--- src/rtl/cordic_pkg.sv ---
// Shared types, fixed-point formats and constants for the cordic_vec vectoring CORDIC.
// Formats: ports Q8.7 (magnitude) and Q3.13 (angle); internal x/y are 18-bit signed.
package cordic_pkg;

  localparam int ITER     = 8;
  localparam int CNT_W    = 3;
  localparam int IO_W     = 16;
  localparam int XY_W     = 18;
  localparam int ACC_W    = 16;
  localparam int FRAC_Q87 = 7;
  localparam int FRAC_Q313 = 13;
  localparam int PROD_W   = XY_W + 9;

  localparam logic signed [8:0]       K_Q87 = 9'sh04E;
  localparam logic signed [ACC_W-1:0] PI    = 16'sh6488;
  localparam logic signed [ACC_W-1:0] PI_2  = 16'sh3244;

  localparam logic signed [PROD_W-1:0] SAT_HI = PROD_W'(32767);
  localparam logic signed [PROD_W-1:0] SAT_LO = PROD_W'(-32768);

  typedef enum logic [1:0] {
    ST_IDLE   = 2'd0,
    ST_PREROT = 2'd1,
    ST_CALC   = 2'd2,
    ST_SCALE  = 2'd3
  } state_t;

  function automatic logic signed [ACC_W-1:0] atan_tab(input logic [CNT_W-1:0] i);
    case (i)
      3'd0:    return 16'sh1922;
      3'd1:    return 16'sh0ED6;
      3'd2:    return 16'sh07D7;
      3'd3:    return 16'sh03FB;
      3'd4:    return 16'sh01FF;
      3'd5:    return 16'sh0100;
      3'd6:    return 16'sh0080;
      default: return 16'sh0040;
    endcase
  endfunction

  function automatic logic [IO_W-1:0] sat_q87(input logic signed [PROD_W-1:0] v);
    if (v > SAT_HI) return 16'h7FFF;
    if (v < SAT_LO) return 16'h8000;
    return v[IO_W-1:0];
  endfunction

endpackage

--- src/rtl/cordic_vec_stage.sv ---
// One combinational vectoring iteration; dir_neg selects the rotation used when y is negative.
module cordic_vec_stage
  import cordic_pkg::*;
(
  input  logic signed [XY_W-1:0]  x,
  input  logic signed [XY_W-1:0]  y,
  input  logic signed [ACC_W-1:0] acc,
  input  logic [CNT_W-1:0]        shift,
  input  logic                    dir_neg,
  output logic signed [XY_W-1:0]  x_next,
  output logic signed [XY_W-1:0]  y_next,
  output logic signed [ACC_W-1:0] acc_next
);

  logic signed [XY_W-1:0]  x_sh;
  logic signed [XY_W-1:0]  y_sh;
  logic signed [ACC_W-1:0] ang;

  always_comb begin
    x_sh = x >>> shift;
    y_sh = y >>> shift;
    ang  = atan_tab(shift);
    if (dir_neg) begin
      x_next   = x - y_sh;
      y_next   = y + x_sh;
      acc_next = acc - ang;
    end else begin
      x_next   = x + y_sh;
      y_next   = y - x_sh;
      acc_next = acc + ang;
    end
  end

endmodule

--- src/rtl/cordic_vec.sv ---
// Sequential vectoring CORDIC: magnitude and atan2 of (x_i, y_i), one iteration per cycle.
// Define CORDIC_VEC_SCALE_EN to add the SCALE state that applies the gain correction K.
//
// state  | meaning
// IDLE   | waiting for start, ready high
// PREROT | fold the left half-plane onto the right half-plane by +/- pi/2
// CALC   | ITER vectoring iterations, cnt = shift amount
// SCALE  | multiply x by K and publish results
module cordic_vec
  import cordic_pkg::*;
(
  input  logic            clk,
  input  logic            reset,
  input  logic            start,
  input  logic [IO_W-1:0] x_i,
  input  logic [IO_W-1:0] y_i,
  output logic [IO_W-1:0] mag_o,
  output logic [IO_W-1:0] angle_o,
  output logic            ready,
  output logic            valid_o
);

  state_t                  state;
  logic [CNT_W-1:0]        cnt;
  logic signed [XY_W-1:0]  x_q;
  logic signed [XY_W-1:0]  y_q;
  logic signed [ACC_W-1:0] acc_q;
  logic                    zero_in;
  logic signed [XY_W-1:0]  x_nx;
  logic signed [XY_W-1:0]  y_nx;
  logic signed [ACC_W-1:0] acc_nx;
  logic signed [ACC_W-1:0] acc_step;

  cordic_vec_stage u_stage (
    .x        (x_q),
    .y        (y_q),
    .acc      (acc_q),
    .shift    (cnt),
    .dir_neg  (y_q[XY_W-1]),
    .x_next   (x_nx),
    .y_next   (y_nx),
    .acc_next (acc_nx)
  );

  // A zero vector would otherwise collect the whole table as a bogus angle.
  assign acc_step = zero_in ? acc_q : acc_nx;

`ifdef CORDIC_VEC_SCALE_EN
  logic signed [PROD_W-1:0] prod;
  assign prod = PROD_W'(x_q) * PROD_W'(K_Q87);
`endif

  always_ff @(posedge clk or negedge reset) begin
    if (!reset) begin
      state   <= ST_IDLE;
      cnt     <= '0;
      x_q     <= '0;
      y_q     <= '0;
      acc_q   <= '0;
      zero_in <= 1'b0;
      mag_o   <= '0;
      angle_o <= '0;
      ready   <= 1'b1;
      valid_o <= 1'b0;
    end else begin
      valid_o <= 1'b0;
      case (state)
        ST_IDLE: begin
          if (start && !valid_o) begin
            x_q     <= XY_W'($signed(x_i));
            y_q     <= XY_W'($signed(y_i));
            acc_q   <= '0;
            cnt     <= '0;
            zero_in <= (x_i == '0) && (y_i == '0);
            ready   <= 1'b0;
            state   <= ST_PREROT;
          end
        end
        ST_PREROT: begin
          if (x_q[XY_W-1]) begin
            if (!y_q[XY_W-1]) begin
              x_q   <= y_q;
              y_q   <= -x_q;
              acc_q <= PI_2;
            end else begin
              x_q   <= -y_q;
              y_q   <= x_q;
              acc_q <= -PI_2;
            end
          end
          state <= ST_CALC;
        end
        ST_CALC: begin
          x_q   <= x_nx;
          y_q   <= y_nx;
          acc_q <= acc_step;
          cnt   <= cnt + 1'b1;
          if (cnt == CNT_W'(ITER - 1)) begin
`ifdef CORDIC_VEC_SCALE_EN
            state <= ST_SCALE;
`else
            mag_o   <= sat_q87(PROD_W'(x_nx));
            angle_o <= acc_step;
            valid_o <= 1'b1;
            ready   <= 1'b1;
            state   <= ST_IDLE;
`endif
          end
        end
`ifdef CORDIC_VEC_SCALE_EN
        ST_SCALE: begin
          mag_o   <= sat_q87(prod >>> FRAC_Q87);
          angle_o <= acc_q;
          valid_o <= 1'b1;
          ready   <= 1'b1;
          state   <= ST_IDLE;
        end
`endif
        default: begin
          state <= ST_IDLE;
          ready <= 1'b1;
        end
      endcase
    end
  end

endmodule

--- config.mk ---
export PLATFORM = sky130hd
export DESIGN_NAME = cordic_vec
export DESIGN_NICKNAME = d
export VERILOG_FILES = /design/src/rtl/cordic_pkg.sv /design/src/rtl/cordic_vec_stage.sv /design/src/rtl/cordic_vec.sv
export SDC_FILE = /design/constraint.sdc
export NUM_CORES = 1
export LEC_CHECK = 0
export ABC_AREA = 1
export CAP_MARGIN = 20
export CORE_ASPECT_RATIO = 2
export CORE_UTILIZATION = 53
export DETAILED_ROUTE_END_ITERATION = 8
export GPL_TIMING_DRIVEN = 0
export PLACE_DENSITY = 0.77
export SETUP_SLACK_MARGIN = 0.15
export SYNTH_ARGS = -nofsm -noshare
export SYNTH_HDL_FRONTEND = slang
export SYNTH_SLANG_ARGS = --single-unit
--- constraint.sdc ---
create_clock -name clk -period 8.75 [get_ports clk]
set_input_delay 1.75 -clock clk [delete_from_list [all_inputs] [get_ports clk]]
set_output_delay 1.75 -clock clk [all_outputs]
set_load 0.05 [all_outputs]
==> impl_metrics.yaml, run 1 <==
yosys:
  ys.warnings.count: 0
  synth_top_flop_cell: "dfrtp_1"
  syn_avg_cell_area_sq_um: 6.43
  ys_seq_area_frac: 0.230
  synth-edff-count: 0
  synth_nets: 1662
  synth_cell_types: 50
  synthCells: 1559
  syn-cell-area_sq_mm: 0.0100
  synth-seq-cells: 92
  async_flop_share: 1.00
critical_path:
  worst-path-buf-inv: 5
  path_cells: "inv_1 > clkbuf_1 > clkbuf_1 > clkbuf_1 > nand2_1 > xor2_1 > ha_1 > nand2_1 > nor2_1 > a21oi_1 > o21bai_1 > nand2_1 > nand2_1 > xor2_1 > nand2_1 > nand2_4 > buf_6 > nand2_1 > a21oi_2"
  cpLargestDelayFamily: "buffers and inverters"
  endpoint_kind: "flip-flop"
  max_stage_delay_ns: 0.66
  cp_slowest_cell: "clkbuf_1"
  critPathMostFrequentCell: "nand2_1"
  arrival_ns: 5.94
  criticalPathCategory: "reg -> reg"
  required_ns: 9.04
  cp_max_fo: 10
  start_kind: "flip-flop"
route:
  vias_per_cell: 6.31
  antenna_left: 0
  wl_mm: 43.0
  vias: 11749
  drtIter0Drc: 989
  drcViolationCount: 0
  first_pass_iters: 6
  drt-wirelength-per-cell_um: 23.1
clock_network:
  numCtsBuffers: 9
  htree_levels: 3
  clk_pin_slew_worst_paths_ns: 0.08
  post-cts-setup-buffers: 0
  cts_resized: 0
  cts_tree: "done"
  clockRootBuffer: "clkbuf_16"
  cts_hold_buffers: 0
  cts_sinks: 92
  clock_path_buffers: 2
  clk_latency_ns: 0.36
die:
  ios: 69
  dieHeight_um: 197
  rows: 70
  core_area_sq_mm: 0.0184
  die_area_sq_mm: 0.0195
  die_x_um: 99.3
  initial_core_util: 0.545
job:
  cap_violations: 0
global_routing:
  grt_max_degree: 49
  grt-ovfl-total: 0
  antenna_found_initial: 1
  grt_pass1_vias: 11368
  track_usage: 0.451
  grt_pass1_wl_mm: 64.5
sta:
  max_clock_freq_mhz: 177
  worst_pin_slew_ns: 1.10
  finalHoldViolations: 0
  setup-tns-final_ns: 0
  fin_crit_sh: 0.646
  skew_ns: 0.0116
  rsz0062_at_grt: "no"
  finalMaxSlewViolations: 0
  post-route-min-period_ns: 5.65
  relSlewSlack: 0.269
  setup_violations: 0
layout:
  fin_area_sq_mm: 0.0113
  finalNonFillerCells: 1863
  area.growth.synth_to_final_pct: 13.1
  final_cell_mix: "nand2_1 (420), o21ai_0 (152), inv_1 (147), nand3_1 (131), a21oi_1 (112)"
  post-route-util: 0.617
  layout.nets: 1744
  layout_commonest_cell: "nand2_1"
  layout-drive-gt1-share: 0.0656
worst_hold_path:
  min_path_type: "reg -> reg"
place:
  gp_congestion: 1.02
  hpwl_mm: 33.6
  dpl.cell_count: 1845
  placed_area_sq_mm: 0.0110
  io_buffers: 68
status:
  status: "finished, final reports clean"
## kinds of logic after synthesis
kind of cell,after synthesis,share of synthesized area
adder cells (fa/ha/maj),68,0.0871
buffers and inverters,218,0.0944
AND/OR/NAND/NOR,753,0.328
AO/OA/AOI/OAI,366,0.207
XOR/XNOR,62,0.0541
flip-flops,92,0.230
## flip-flops by register name, indices dropped and copies added, names as in the netlist
name	count
acc_q	16
state	2
y_q	18
valid_o	1
cnt	3
angle_o	16
zero_in	1
ready	1
mag_o	16
x_q	18
## area by class of cell
type,count,area [sq um]
fillers,1814,7050
multi-input cells,1249,6780
flip-flops and latches,92,2300
repair buffers,71,741
inverters,154,583
plain buffers,64,364
well taps,216,270
clock buffers,10,229
clock inverters,6,71.3
diodes,1,2.50
## synth_stat cells (5+ instances only)
cell type,number,area [sq um]
a31oi_1,5,31.3
a21o_1,8,60.1
a21oi_2,10,87.6
nand2_2,18,113
nor3_1,19,95.1
xnor2_1,19,166
a22o_1,7,61.3
clkbuf_1,36,135
xor2_1,43,377
inv_1,147,552
nand3_2,7,70.1
o22ai_1,7,43.8
dfrtp_1,91,2280
nor4_1,9,56.3
inv_2,5,18.8
or2_2,8,50.1
nand4_1,18,113
nor2_1,107,402
a21oi_1,112,561
nand3_1,131,656
o21ai_0,153,766
buf_6,7,78.8
ha_1,65,813
nand2_1,420,1580
buf_2,11,55.1
o211ai_1,25,188
o21ai_1,13,65.1
## metal layers
metal | share of wire | GRT usage
met3 | 0.083 | 0.128
met5 | 0 | 0
met4 | 0.14 | 0.495
met1 | 0.30 | 0.413
met2 | 0.48 | 0.754
## worst register-to-register path, stage by stage, from the launching register on
cell      delay (ns)
dfrtp_1         0.41
inv_1           0.43
clkbuf_1        0.49
clkbuf_1        0.66
clkbuf_1        0.67
nand2_1         0.14
xor2_1          0.21
ha_1            0.36
nand2_1         0.10
nor2_1          0.19
a21oi_1         0.13
o21bai_1        0.24
nand2_1         0.10
nand2_1         0.08
xor2_1          0.62
nand2_1         0.21
nand2_4         0.14
buf_6           0.14
nand2_1         0.08
a21oi_2         0.16
## per-stage QoR
| step | setup slack [ns] | hold slack, ns |
|---|---|---|
| finish | 3.10 | 0.484 |
| global route | 2.90 | 0.503 |
| CTS | 3.42 | 0.488 |
| detailed placement | 3.47 | 0.470 |
| global placement | 2.36 | 0.466 |
| floorplan | 4.61 | 0.468 |
## final timing paths
check | from | to | slack [ns] | cells after the start
max | y_q[17]$_DFFE_PN0P_ | mag_o[8]$_DFFE_PN0P_ | 3.10 | 19
min | angle_o[6]$_DFFE_PN0P_ | angle_o[6]$_DFFE_PN0P_ | 0.48 | 2
max reg2reg | y_q[17]$_DFFE_PN0P_ | mag_o[8]$_DFFE_PN0P_ | 3.10 | 19
min reg2reg | angle_o[6]$_DFFE_PN0P_ | angle_o[6]$_DFFE_PN0P_ | 0.48 | 2
max in group asynchronous | reset | ready$_DFFE_PN1P_ | 7.06 | 2
min in group asynchronous | reset | acc_q[7]$_DFFE_PN0P_ | 1.38 | 2
Power of run 1 is not shown: default switching activity piles up to over one toggle a cycle in this logic, so the estimate is an artifact.
==> inputs of run 2 (changes only) <==
==> constraint.sdc (replaced) <==
create_clock -name clk -period 5.4 [get_ports clk]
set_input_delay 1.08 -clock clk [delete_from_list [all_inputs] [get_ports clk]]
set_output_delay 1.08 -clock clk [all_outputs]
set_load 0.05 [all_outputs]
==> run 2 against run 1 <==
Die area unchanged. Utilization up 0.14 points. Highest routed layer unchanged. Critical path depth is 1 higher. Wire length down 0.40%.
==> impl_metrics.yaml, run 2 (synthesized netlist as in run 1, its figures left out) <==
sta:
  rsz0062_at_grt: "no"
  post-route-min-period_ns: 5.02
  fin_crit_sh: 0.929
  setup-tns-final_ns: 0
  finalMaxSlewViolations: 0
  skew_ns: 0.0126
  relSlewSlack: 0.303
  hold_ws_ns: 0.484
  finalHoldViolations: 0
  max_clock_freq_mhz: 199
  setup_violations: 0
  worst_pin_slew_ns: 1.05
global_routing:
  track_usage: 0.451
  grt_pass1_vias: 11368
  grt-ovfl-total: 0
  grt_max_degree: 49
  grt_pass1_wl_mm: 64.5
  antenna_found_initial: 1
route:
  drtIter0Drc: 977
  vias_per_cell: 6.26
  drcViolationCount: 0
  antenna_left: 0
  first_pass_iters: 8
  drt-wirelength-per-cell_um: 23.0
  vias: 11666
  wl_mm: 42.8
die:
  core_area_sq_mm: 0.0184
  rows: 70
  initial_core_util: 0.545
  dieHeight_um: 197
  die_x_um: 99.3
  die_area_sq_mm: 0.0195
  ios: 69
critical_path:
  endpoint_kind: "flip-flop"
  start_kind: "flip-flop"
  rr_endpoint: "mag_o[8]$_DFFE_PN0P_"
  cp_max_fo: 10
  r2r_start: "y_q[17]$_DFFE_PN0P_"
  cp_slowest_cell: "xor2_1"
  r2r_cells: 20
  critPathMostFrequentCell: "nand2_1"
  criticalPathCategory: "reg -> reg"
  max_stage_delay_ns: 0.58
  arrival_ns: 5.27
  path_cells: "inv_1 > clkbuf_1 > clkbuf_2 > clkbuf_1 > nand2_1 > xor2_1 > ha_1 > nand2_1 > a21oi_1 > nor2_1 > nand2_1 > a21oi_1 > o21ai_1 > xor2_1 > inv_1 > nand2_1 > nand2_4 > buf_6 > nand2_1 > a21oi_2"
  r2r_setup_slack_ns: 0.38
  required_ns: 5.65
place:
  hpwl_mm: 33.6
  gp_congestion: 1.02
  io_buffers: 68
clock_network:
  cts_tree: "done"
  cts_sinks: 92
  clockRootBuffer: "clkbuf_16"
  clk_pin_slew_worst_paths_ns: 0.08
  numCtsBuffers: 9
  post-cts-setup-buffers: 0
  clock_path_buffers: 2
  cts_hold_buffers: 0
  clk_latency_ns: 0.36
  htree_levels: 3
worst_hold_path:
  hold-path-endpoint: "angle_o[6]$_DFFE_PN0P_"
  min_delay_path_depth: 2
  min_path_type: "reg -> reg"
  hold_start: "angle_o[6]$_DFFE_PN0P_"
layout:
  top_regs: "x_q: 18 flops, y_q: 18 flops"
  layout_commonest_cell: "nand2_1"
  layout.nets: 1744
  layout-drive-gt1-share: 0.0699
  final_cell_mix: "nand2_1 (420), o21ai_0 (149), inv_1 (147), nand3_1 (131), a21oi_1 (112)"
  area.growth.synth_to_final_pct: 13.4
  post-route-util: 0.618
job:
  cap_violations: 0
status:
  status: "finished, final reports clean"
run 2: cell type report:
class	count	area (sq um)
Inverter	154	583
Tap cell	216	270
Fill cell	1809	7020
Buffer	64	367
Multi-Input combinational cell	1249	6800
Sequential cell	92	2300
Clock buffer	10	229
Clock inverter	6	71.3
Antenna cell	1	2.50
Timing Repair Buffer	71	741
run 2: worst max-delay path by stage:
stage / slack [ns] / startpoint / cells past startpoint / end
3_3_place_gp: -0.32 / reset / 1 / mag_o[11]$_DFFE_PN0P_
6_report: 0.38 / y_q[17]$_DFFE_PN0P_ / 20 / mag_o[8]$_DFFE_PN0P_
2_1_floorplan: 1.26 / cnt[1]$_DFFE_PN0P_ / 32 / acc_q[12]$_DFFE_PN0P_
4_1_cts: 0.29 / y_q[17]$_DFFE_PN0P_ / 19 / mag_o[8]$_DFFE_PN0P_
5_1_grt: 0.17 / cnt[1]$_DFFE_PN0P_ / 27 / acc_q[6]$_DFFE_PN0P_
3_5_place_dp: 0.12 / y_q[17]$_DFFE_PN0P_ / 19 / mag_o[8]$_DFFE_PN0P_
run 2: what timing repair did:
action                                  CTS  global route
resized for setup                         1            12
hold endpoints to repair                  0             0
endpoints found under the setup margin   10            31
pin swaps                                 0             0
run 2: metrics by stage:
step           instance area, sq um  instances  setup slack (ns)
6_report                      11400       1863             0.384
5_1_grt                       11400       1863             0.168
4_1_cts                       11300       1861             0.286
3_5_place_dp                  11000       1845             0.117
3_3_place_gp                  11000       1843            -0.321
2_1_floorplan                 10000       1559              1.26
run 2: critical path, delay by kind of cell (launching register included):
kind | cells | cell delay (ns)
adder cells (fa/ha/maj) | 1 | 0.31
buffers and inverters | 6 | 2.09
AO/OA/AOI/OAI | 4 | 0.56
flip-flops | 1 | 0.42
XOR/XNOR | 2 | 0.76
AND/OR/NAND/NOR | 7 | 0.75
run 2: metal layers:
metal	GRT usage	wire, um	vias up
li1	-	-	5403
met1	0.413	12900	5336
met2	0.754	20400	624
met3	0.128	3570	303
met4	0.495	5960	0
met5	0	0	-
Power of run 2 is left out for the same reason.
==> inputs of run 3 (changes only) <==
--- a/config.mk
+++ b/config.mk
@@ -15,4 +15,5 @@
 export SETUP_SLACK_MARGIN = 0.15
 export SYNTH_ARGS = -nofsm -noshare
 export SYNTH_HDL_FRONTEND = slang
+export SYNTH_HIERARCHICAL = 1
 export SYNTH_SLANG_ARGS = --single-unit
==> run 3 against run 2 <==
Area after synthesis rose by 4.4%. Non-clock buffer count fell by 2. Cell count rose by 9.8%. Worst hold slack got worse by 0.0041 ns. Critical path depth rose by 2. Setup slack improved by 0.034 ns. Flip-flop and latch count did not move. Via count rose by 3.1%. Wire length rose by 1.3%. Register-to-register slack improved by 0.03 ns. Utilization fell by 0.76 points.
==> impl_metrics.yaml, run 3 <==
yosys:
  synth-seq-cells: 92
  synth_nets: 1799
  async_flop_share: 1.00
  synth_top_family_by_area: "simple AND/OR/NAND/NOR gates"
  yosysMostFrequentCell: "nand2_1"
  ys.warnings.count: 6
  synthAdderAreaFrac: 0.0786
  synth_common_cells: "nand2_1 (570), inv_1 (175), nand3_1 (169), nor2_1 (120), o21ai_0 (112)"
  synthMuxAreaShare: 0.00191
  synth.top_cell.area_share: 0.217
  synthCells: 1700
  ys_seq_area_frac: 0.220
  synth_top_cell_by_area: "dfrtp_1"
  synth_top_flop_cell: "dfrtp_1"
  synth_compound_area_frac: 0.149
  yosys.area_share.xor_xnor: 0.0686
  synthSimpleGateAreaFrac: 0.376
  synth-edff-count: 0
  syn_avg_cell_area_sq_um: 6.16
  yosys-top-cells-area: "dfrtp_1 (22%), nand2_1 (20%), nand3_1 (8.1%), ha_1 (7.3%), inv_1 (6.3%)"
  synth_cell_types: 57
  syn-cell-area_sq_mm: 0.0105
worst_hold_path:
  hold-path-endpoint: "angle_o[5]$_DFFE_PN0P_"
  min_delay_path_depth: 2
  hold_start: "angle_o[5]$_DFFE_PN0P_"
  min_path_type: "reg -> reg"
critical_path:
  r2r_setup_slack_ns: 0.42
  r2r_start: "cnt[2]$_DFFE_PN0P_"
  start_kind: "flip-flop"
  endpoint_kind: "flip-flop"
  required_ns: 5.67
  cp_slowest_cell: "dfrtp_1"
  critPathMostFrequentCell: "nand2_1"
  max_stage_delay_ns: 0.47
  rr_endpoint: "acc_q[11]$_DFFE_PN0P_"
  cp_max_fo: 10
  cpLargestDelayFamily: "compound AO/OA/AOI/OAI gates"
  criticalPathCategory: "reg -> reg"
  r2r_cells: 22
  path_cells: "inv_2 > buf_1 > buf_2 > nor2_1 > inv_1 > nand2_1 > ha_1 > nor2_1 > xor2_1 > inv_1 > ha_1 > nand3_1 > nand2_1 > a21oi_1 > o21ai_0 > nand2_1 > a31oi_1 > xor2_2 > nand2_1 > o21ai_0 > a21oi_1 > o22ai_1"
  arrival_ns: 5.25
  worst-path-buf-inv: 5
layout:
  area.growth.synth_to_final_pct: 12.9
  antenna_cells: 0
  post-route-util: 0.611
  layout-drive-gt1-share: 0.0711
  layout.nets: 1880
  finalNonFillerCells: 2045
  layout_commonest_cell: "nand2_1"
  fillers: 1970
  top_regs: "x_q: 18 flops, y_q: 18 flops"
  final_cell_mix: "nand2_1 (570), inv_1 (175), nand3_1 (169), nor2_1 (120), o21ai_0 (111)"
sta:
  max_clock_freq_mhz: 201
  skew_ns: 0.00935
  rsz0062_at_grt: "no"
  setup_violations: 0
  worst_pin_slew_ns: 1.14
  relSlewSlack: 0.229
  fin_crit_sh: 0.923
  post-route-min-period_ns: 4.98
  finalHoldViolations: 0
  finalMaxSlewViolations: 0
place:
  io_buffers: 68
  hpwl_mm: 34.5
  gp_congestion: 1.08
  dpl.cell_count: 2028
route:
  wl_mm: 43.4
  antenna_left: 0
  first_pass_iters: 6
  drt-wirelength-per-cell_um: 21.2
  drcViolationCount: 0
  drtIter0Drc: 861
  vias_per_cell: 5.88
  vias: 12031
clock_network:
  post-cts-setup-buffers: 0
  cts_sinks: 92
  clock_path_buffers: 2
  numCtsBuffers: 9
  clk_pin_slew_worst_paths_ns: 0.08
  cts_tree: "done"
  clockRootBuffer: "clkbuf_16"
  clk_latency_ns: 0.35
  htree_levels: 3
die:
  die_area_sq_mm: 0.0204
  ios: 69
  core_area_sq_mm: 0.0194
  die_x_um: 101
  dieHeight_um: 201
  initial_core_util: 0.541
  rows: 72
global_routing:
  antenna_found_initial: 0
  grt_pass1_wl_mm: 64.5
  grt_max_degree: 62
  grt_pass1_vias: 12045
  grt-ovfl-total: 0
  track_usage: 0.433
status:
  status: "finished, final reports clean"
job:
  cap_violations: 0
## run 3: cell types whose count changed after synthesis, moves of 8 or more
| cell | change |
|---|---|
| xor2_1 | +19 |
| o211ai_1 | -18 |
| inv_1 | +28 |
| clkbuf_1 | -21 |
| buf_2 | +11 |
| a21oi_2 | -9 |
| nor2_1 | +13 |
| buf_4 | +8 |
| o22ai_1 | +12 |
| nand2_1 | +150 |
| o21ai_0 | -41 |
| nand3_1 | +38 |
| nor3_1 | -11 |
| a21oi_1 | -22 |
## run 3: worst reg2reg max path: cells and delay by family (launching register included)
family,cells,cell delay [ns]
buffers and inverters,5,1.09
adder cells (fa/ha/maj),2,0.57
AND/OR/NAND/NOR,7,0.84
XOR/XNOR,2,0.50
AO/OA/AOI/OAI,6,1.42
flip-flops,1,0.47
## run 3: worst max path at each step
stage	from	endpoint	slack, ns	cells past startpoint
final	cnt[2]$_DFFE_PN0P_	acc_q[11]$_DFFE_PN0P_	0.42	22
after global routing	cnt[0]$_DFFE_PN0P_	mag_o[13]$_DFFE_PN0P_	0.18	26
after CTS	y_q[17]$_DFFE_PN0P_	acc_q[12]$_DFFE_PN0P_	0.24	17
after detailed placement	y_q[17]$_DFFE_PN0P_	acc_q[12]$_DFFE_PN0P_	0.26	17
after global placement	reset	y_q[15]$_DFFE_PN0P_	-0.22	1
after floorplan	cnt[0]$_DFFE_PN0P_	mag_o[13]$_DFFE_PN0P_	1.64	26
## run 3: kinds of logic after synthesis
group                      after synthesis
adders and majority gates               64
DFF                                     92
muxes                                    2
and+or+nand+nor                        927
AOI/OAI and AO/OA                      281
buffers and inverters                  252
xor gates and xnor gates                82
## run 3: repair_timing
item / 4_1_cts / 5_1_grt
hold buffers: 0 / 0
endpoints found under the setup margin: 0 / 14
resized for setup: 0 / 9
## run 3: per-layer routing
metal / global-route usage / wire, um
met5: 0 / 0
met4: 0.466 / 5740
met3: 0.0864 / 3420
met2: 0.747 / 21100
met1: 0.390 / 13100
## run 3: through the flow
step	area [sq um]	hold WS, ns	worst slack, ns	setup TNS (ns)
2_1_floorplan	10500	0.467	1.64	0
3_3_place_gp	11500	0.463	-0.220	-19.47
3_5_place_dp	11500	0.464	0.259	0
4_1_cts	11800	0.485	0.242	0
5_1_grt	11800	0.511	0.181	0
6_report	11800	0.480	0.418	0
## run 3: area by class of cell
cell class,instances,area [sq um],area share
clock buffers,9,225,0.0190
repair buffers,70,713,0.0603
clock inverters,7,76.3,0.00645
plain buffers,63,394,0.0333
inverters,189,716,0.0605
well taps,259,324,0.0274
flip-flops and latches,92,2300,0.195
multi-input cells,1356,7070,0.598
Power of run 3 is left out for the same reason.
